$ cat src/rtl/fifo_wr_ptr_ctrl.sv
// Write-side pointer controller for an asynchronous FIFO: write address/strobe,
// registered Gray write pointer, and full/almost_full/count/overflow status in the write clock domain.
module fifo_wr_ptr_ctrl #(
  parameter int ADDR_WIDTH         = 4,
  parameter int ALMOST_FULL_THRESH = 2
) (
  input  logic                  clk,
  input  logic                  rst_n,
  input  logic                  wr_en,
  input  logic [ADDR_WIDTH:0]   rd_ptr_gray_sync,
  input  logic                  clr_overflow,
  output logic                  mem_we,
  output logic [ADDR_WIDTH-1:0] wr_addr,
  output logic [ADDR_WIDTH:0]   wr_ptr_gray,
  output logic                  full,
  output logic                  almost_full,
  output logic [ADDR_WIDTH:0]   wr_count,
  output logic                  overflow
);

  localparam int A     = ADDR_WIDTH;
  localparam int DEPTH = 2 ** A;
  localparam logic [A:0] AF_LEVEL = (A+1)'(DEPTH - ALMOST_FULL_THRESH);

  logic [A:0] wr_bin_reg;
  logic [A:0] wr_bin_next;
  logic [A:0] wr_gray_next;
  logic [A:0] rd_bin;
  logic [A:0] wr_count_next;
  logic [A:0] full_gray;
  logic       accept;
  logic       full_next;
  logic       almost_full_next;
  logic       overflow_next;

  // Gating with rst_n keeps the memory from being written while reset is held.
  assign accept  = wr_en & ~full & rst_n;
  assign mem_we  = accept;
  assign wr_addr = wr_bin_reg[A-1:0];

  assign wr_bin_next  = wr_bin_reg + (A+1)'(accept);
  assign wr_gray_next = wr_bin_next ^ (wr_bin_next >> 1);

  genvar gi;
  generate
    for (gi = 0; gi <= A; gi++) begin : g_rd_bin
      assign rd_bin[gi] = ^rd_ptr_gray_sync[A:gi];
    end
  endgenerate

  // Full when the write pointer is exactly one lap ahead: top two Gray bits inverted.
  assign full_gray        = {~rd_ptr_gray_sync[A:A-1], rd_ptr_gray_sync[A-2:0]};
  assign full_next        = (wr_gray_next == full_gray);
  assign wr_count_next    = wr_bin_next - rd_bin;
  assign almost_full_next = (wr_count_next >= AF_LEVEL);

  // A write attempt while full takes priority over a clear request.
  always_comb begin
    overflow_next = overflow;
    if (wr_en && full)
      overflow_next = 1'b1;
    else if (clr_overflow)
      overflow_next = 1'b0;
  end

  always_ff @(posedge clk or negedge rst_n) begin
    if (!rst_n) begin
      wr_bin_reg  <= '0;
      wr_ptr_gray <= '0;
      wr_count    <= '0;
      full        <= 1'b0;
      almost_full <= 1'b0;
      overflow    <= 1'b0;
    end else begin
      wr_bin_reg  <= wr_bin_next;
      wr_ptr_gray <= wr_gray_next;
      wr_count    <= wr_count_next;
      full        <= full_next;
      almost_full <= almost_full_next;
      overflow    <= overflow_next;
    end
  end

endmodule
$ cat config.mk
export PLATFORM = sky130hd
export DESIGN_NAME = fifo_wr_ptr_ctrl
export DESIGN_NICKNAME = d
export VERILOG_FILES = /design/src/rtl/fifo_wr_ptr_ctrl.sv
export SDC_FILE = /design/constraint.sdc
export NUM_CORES = 1
export LEC_CHECK = 0
export CAP_MARGIN = 30
export CORE_UTILIZATION = 49
export CTS_CLUSTER_SIZE = 40
export DETAILED_ROUTE_END_ITERATION = 16
export PLACE_DENSITY = 0.9
export SKIP_LAST_GASP = 1
export SLEW_MARGIN = 40
export SYNTH_ARGS = -nofsm -noshare
export SYNTH_HDL_FRONTEND = slang
export SYNTH_SLANG_ARGS = --single-unit
$ cat constraint.sdc
create_clock -name clk -period 6.7 [get_ports clk]
set_clock_uncertainty 0.2 [all_clocks]
set_input_delay 1.005 -clock clk [delete_from_list [all_inputs] [get_ports clk]]
set_output_delay 1.005 -clock clk [all_outputs]
set_load 0.03 [all_outputs]
-- Yosys cells after proc, flatten, opt, wreduce, memory -nomap -nowiden
Index checks and enable logic that the tools add are counted.
- add/sub/neg operators: 2
- reductions and logical operators: 6
- eq/ne operators: 1
- multiplexer cells: 2
- bitwise operators: 5
- $lt $le $gt $ge: 1
- operator list (cell ; number):
    $add A5 B1 Y5 ; 1
    $eq A5 B5 Y1 ; 1
    $ge A5 B4 Y1 const B ; 1
    $reduce_xor A5 Y1 ; 1
    $sub A5 B5 Y5 ; 1
    $xor A5 B4 Y5 ; 1
    $reduce_xor A4 Y1 ; 1
    $reduce_xor A3 Y1 ; 1
    $and A1 B1 Y1 ; 2
    $mux W1 ; 2
    $not A2 Y2 ; 1
    $reduce_bool A2 Y1 ; 1
    $reduce_xor A2 Y1 ; 1
    $logic_and A1 B1 Y1 ; 1
    $not A1 Y1 ; 1
- output and inout port bits: 18
- input port bits: 9
- bits in registers: 18
- word-level logic and storage cells: 23

-- Depth between registers and ports, before layout
- depth after elaboration: 6
- mapped depth: 9
- mapped depth without buffers: 9

-- Worst setup path after synthesis
No wires, ideal clock.
- path type: in2reg
- start: input port rst_n
- end: register almost_full
- required time: 6.380 ns
- setup time: 0.120 ns
- path buffers: 0
- setup slack: 3.380 ns
- stages: 9
- data arrival time: 3.000 ns
- cells stage by stage: and3b_1 > ha_1 > ha_1 > inv_1 > fa_1 > nand2b_1 > o21ai_1 > xor2_1 > a31o_1
- word-level cells in the longest chain between the ends: 4
- ends and longest elaborated chain (element ; RTL line ; source):
    start, declared ; 8 ; input logic rst_n,
    $and A1 B1 Y1 ; 37 ; assign accept = wr_en & ~full & rst_n;
    $add A5 B1 Y5 ; 41 ; assign wr_bin_next = wr_bin_reg + (A+1)'(accept);
    net wr_bin_next[1] ; 26 ; logic [A:0] wr_bin_next;
    $sub A5 B5 Y5 ; 54 ; assign wr_count_next = wr_bin_next - rd_bin;
    net wr_count_next[4] ; 29 ; logic [A:0] wr_count_next;
    $ge A5 B4 Y1 ; 55 ; assign almost_full_next = (wr_count_next >= AF_LEVEL);
    net almost_full_next ; 33 ; logic almost_full_next;
    end signal, assigned ; 79 ; almost_full <= almost_full_next;
    end, declared ; 16 ; output logic almost_full,
The timed path passes the listed nets, and every way through them passes these cells.
A chain may end at the register's enable or synchronous reset.

-- Worst setup path in the final report
- start: input port rd_ptr_gray_sync[4]
- end: register almost_full
- word-level cells in the longest chain between the ends: 3
- elaborated cells on any way between the ends: 6
- those cells by class: add/sub (1); order compare (1); reduce/logical (4)
- ends and longest elaborated chain (element ; RTL line ; source):
    start, declared ; 10 ; input logic [ADDR_WIDTH:0] rd_ptr_gray_sync,
    $reduce_xor A5 Y1, or another cell as far along ; 47 ; assign rd_bin[gi] = ^rd_ptr_gray_sync[A:gi];
    $sub A5 B5 Y5 (*) ; 54 ;
    net wr_count_next[4] ; 29 ;
    $ge A5 B4 Y1 (*) ; 55 ;
    net almost_full_next ; 33 ;
The timed path passes the listed nets; every way through them passes the cells marked *.

==> results.cfg <==
[status]
outcome = complete, no violations

[detailed_routing]
drc_errors = 0
drt-vias-per-instance = 4.87
totalWireLength_um = 1620
firstDrtPassIters = 4
drt_iter0_markers = 11
ant_nets = 0
via_count = 609
avgRoutedWirePerCell_um = 13.0

[finish]
mostFrequentLayoutCell = clkdlybuf4s50_1
layout_common_cells = clkdlybuf4s50_1 (25), dfrtp_1 (17), xor2_1 (9), xnor2_1 (9)
fin_nets = 117
fin_area_um2 = 1210
diodes = 0
drive_gt1_frac = 0.0900
multi_input_area_um2 = 445
regArea_um2 = 425
area_growth_pct = 34.4
fillers = 131

[sta]
hold_slack_ns = 0.312
setup_tns_ns = 0
setup_violations = 0
fin_ws_ns = 2.94
fin_crit_ns = 3.76
worst_slew_pin_slew_ns = 0.386
rsz0062_at_grt = no
hold_violations = 0
fmax_ghz = 0.266
drv_slew = 0
relSlewSlack = 0.742
post-route-period-util = 0.561

[synthesis]
synth_cells = 71
syn_nets = 87
yosysWarnings = 0
ys_seq_area_frac = 0.474
synth_area_um2 = 897
yosysTopAreaCell = dfrtp_1
syn_area_per_cell_um2 = 12.6
ys_seq_elements = 17
ys_types = 24
synth_top_area_frac = 0.474
synthTopCellsByArea = dfrtp_1 (47%), xnor2_1 (8.8%), xor2_1 (8.8%)

[clock_tree]
clkTransAtPathRegs_ns = 0.09
clock_latency_ns = 0.28
cts_tree = done
postCtsSetupRepairBufs = 0
holdBufCountCts = 0
ctsResizeCount = 0
cts_buffers = 3
cts_htree_levels = 1
cts_sinks = 17
clockBufferDepth = 2
cts_root_buf = clkbuf_4

[place]
numPortBuffers = 26
dpl_worst_slack_ns = 2.20
dpl.hpwl_um = 1310
gp_congestion = 0.866
placed_area_um2 = 1180

[global_routing]
grt_pass1_vias = 590
grt_antenna_before_repair = 0
grt.overflow.total = 0
grt_first_pass_wirelength_um = 2700
track_usage = 0.190
grt_max_degree = 19

[setup_path]
ff2ff_setup_slack_ns = 3.96
reg2reg_from = full
crit_required_ns = 6.73
worstReg2RegEnd = almost_full
cp-end-kind = flip-flop
path_cells = clkdlybuf4s50_1, xnor3_2, xor2_1, xnor2_1, ha_1, fa_1, nand2b_1, o21ai_1, xor2_1, a31o_1
worstPathArrival_ns = 3.78
cp_max_fo = 3
rr_worst_depth = 9
critPathMaxStageDelay_ns = 0.54
critPathKind = in2reg
critical_path.slowest_cell = clkdlybuf4s50_1
startpoint_type = input port
crit_top_cell = xor2_1

[pwr]
pwr-share-seq = 0.269
swShare = 0.458
pwr-share-clk = 0.078
leakage_nw = 0.539
powerDensity_nw_per_um2 = 570
comb_power_share = 0.653
p_int_mw = 0.372
peakVddDrop_uv = 261
power.switching_mw = 0.315
finalPower_mw = 0.687

[run]
cap_violations = 0

[floorplanning]
die_w_um = 44.8
boundaryPins = 27
rows = 15
coreArea_um2 = 1730
initial_utilization = 0.520
die-area_um2 = 2010
die_h_um = 44.8

[worst_hold_path]
holdPathStages = 2
min_from = full
holdPathEnd = overflow
hp-class = reg2reg
-- kinds of logic (layout without fill, tap and decap cells) --
group,Yosys count,in the layout,synth area share
xor gates and xnor gates,21,21,0.247
DFF,17,17,0.474
AOI/OAI and AO/OA,10,10,0.0781
and+or+nand+nor,9,9,0.0656
adders and majority gates,7,7,0.106
buffers and inverters,7,36,0.0293
-- worst max-delay path: cells and delay by family --
family          cells  cell delay [ns]
compound gates      2             0.28
xor+xnor            4             1.14
fa+ha+maj           2             0.65
buf+inv             1             0.54
simple gates        1             0.16
-- metrics by stage --
| step | utilization | cells |
|---|---|---|
| finish | 0.699 | 125 |
| global route | 0.699 | 125 |
| global placement | 0.686 | 121 |
| CTS | 0.701 | 125 |
| floorplan | - | 71 |
| detailed placement | 0.686 | 121 |
-- area by class of cell --
type / count / share of cell area
sequential: 17 / 0.353
tap: 25 / 0.0259
clock buffer: 4 / 0.0218
inverter: 6 / 0.0187
timing repair buffer: 26 / 0.212
multi-input combinational: 47 / 0.369
-- power groups by stage --
| stage | Combinational [mW] | Sequential, mW | Clock, mW |
|---|---|---|---|
| after floorplan | 0.205 | 0.283 | 0 |
| after global placement | 0.441 | 0.186 | 0 |
| after detailed placement | 0.451 | 0.188 | 0 |
| after CTS | 0.453 | 0.186 | 0.0548 |
| after global routing | 0.483 | 0.192 | 0.0581 |
| final | 0.449 | 0.185 | 0.0536 |
-- synthesized netlist by cell type --
cell       number
dfrtp_1        17
xnor2_1         9
xor2_1          9
ha_1            6
inv_1           6
o21ai_0         3
a21oi_1         2
nand2b_1        2
nand3_1         2
a2111oi_2       1
a21boi_0        1
a31o_1          1
and3_1          1
and3b_1         1
and4b_2         1
clkbuf_1        1
fa_1            1
nand2_1         1
o21ai_1         1
o21ai_2         1
or3_1           1
xnor3_2         1
xor2_2          1
xor3_1          1
-- how the worst max path moves through the flow --
| stage | startpoint | to | slack (ns) | cells after the start |
|---|---|---|---|---|
| after detailed placement | rst_n | almost_full | 2.20 | 10 |
| after global placement | rst_n | almost_full | 2.32 | 10 |
| after floorplan | rst_n | almost_full | 3.38 | 9 |
| after CTS | rst_n | almost_full | 2.47 | 10 |
| final | rd_ptr_gray_sync[4] | almost_full | 2.94 | 10 |
| after global routing | rd_ptr_gray_sync[4] | almost_full | 2.78 | 10 |
-- per-layer routing --
layer	track usage	wire length [um]	up-vias
met3	0.0400	83	0
met1	0.253	693	290
met5	0	0	-
met4	0.0727	0	0
met2	0.306	842	26
li1	-	-	293
No activity file was read; power rests on OpenSTA's default activity.
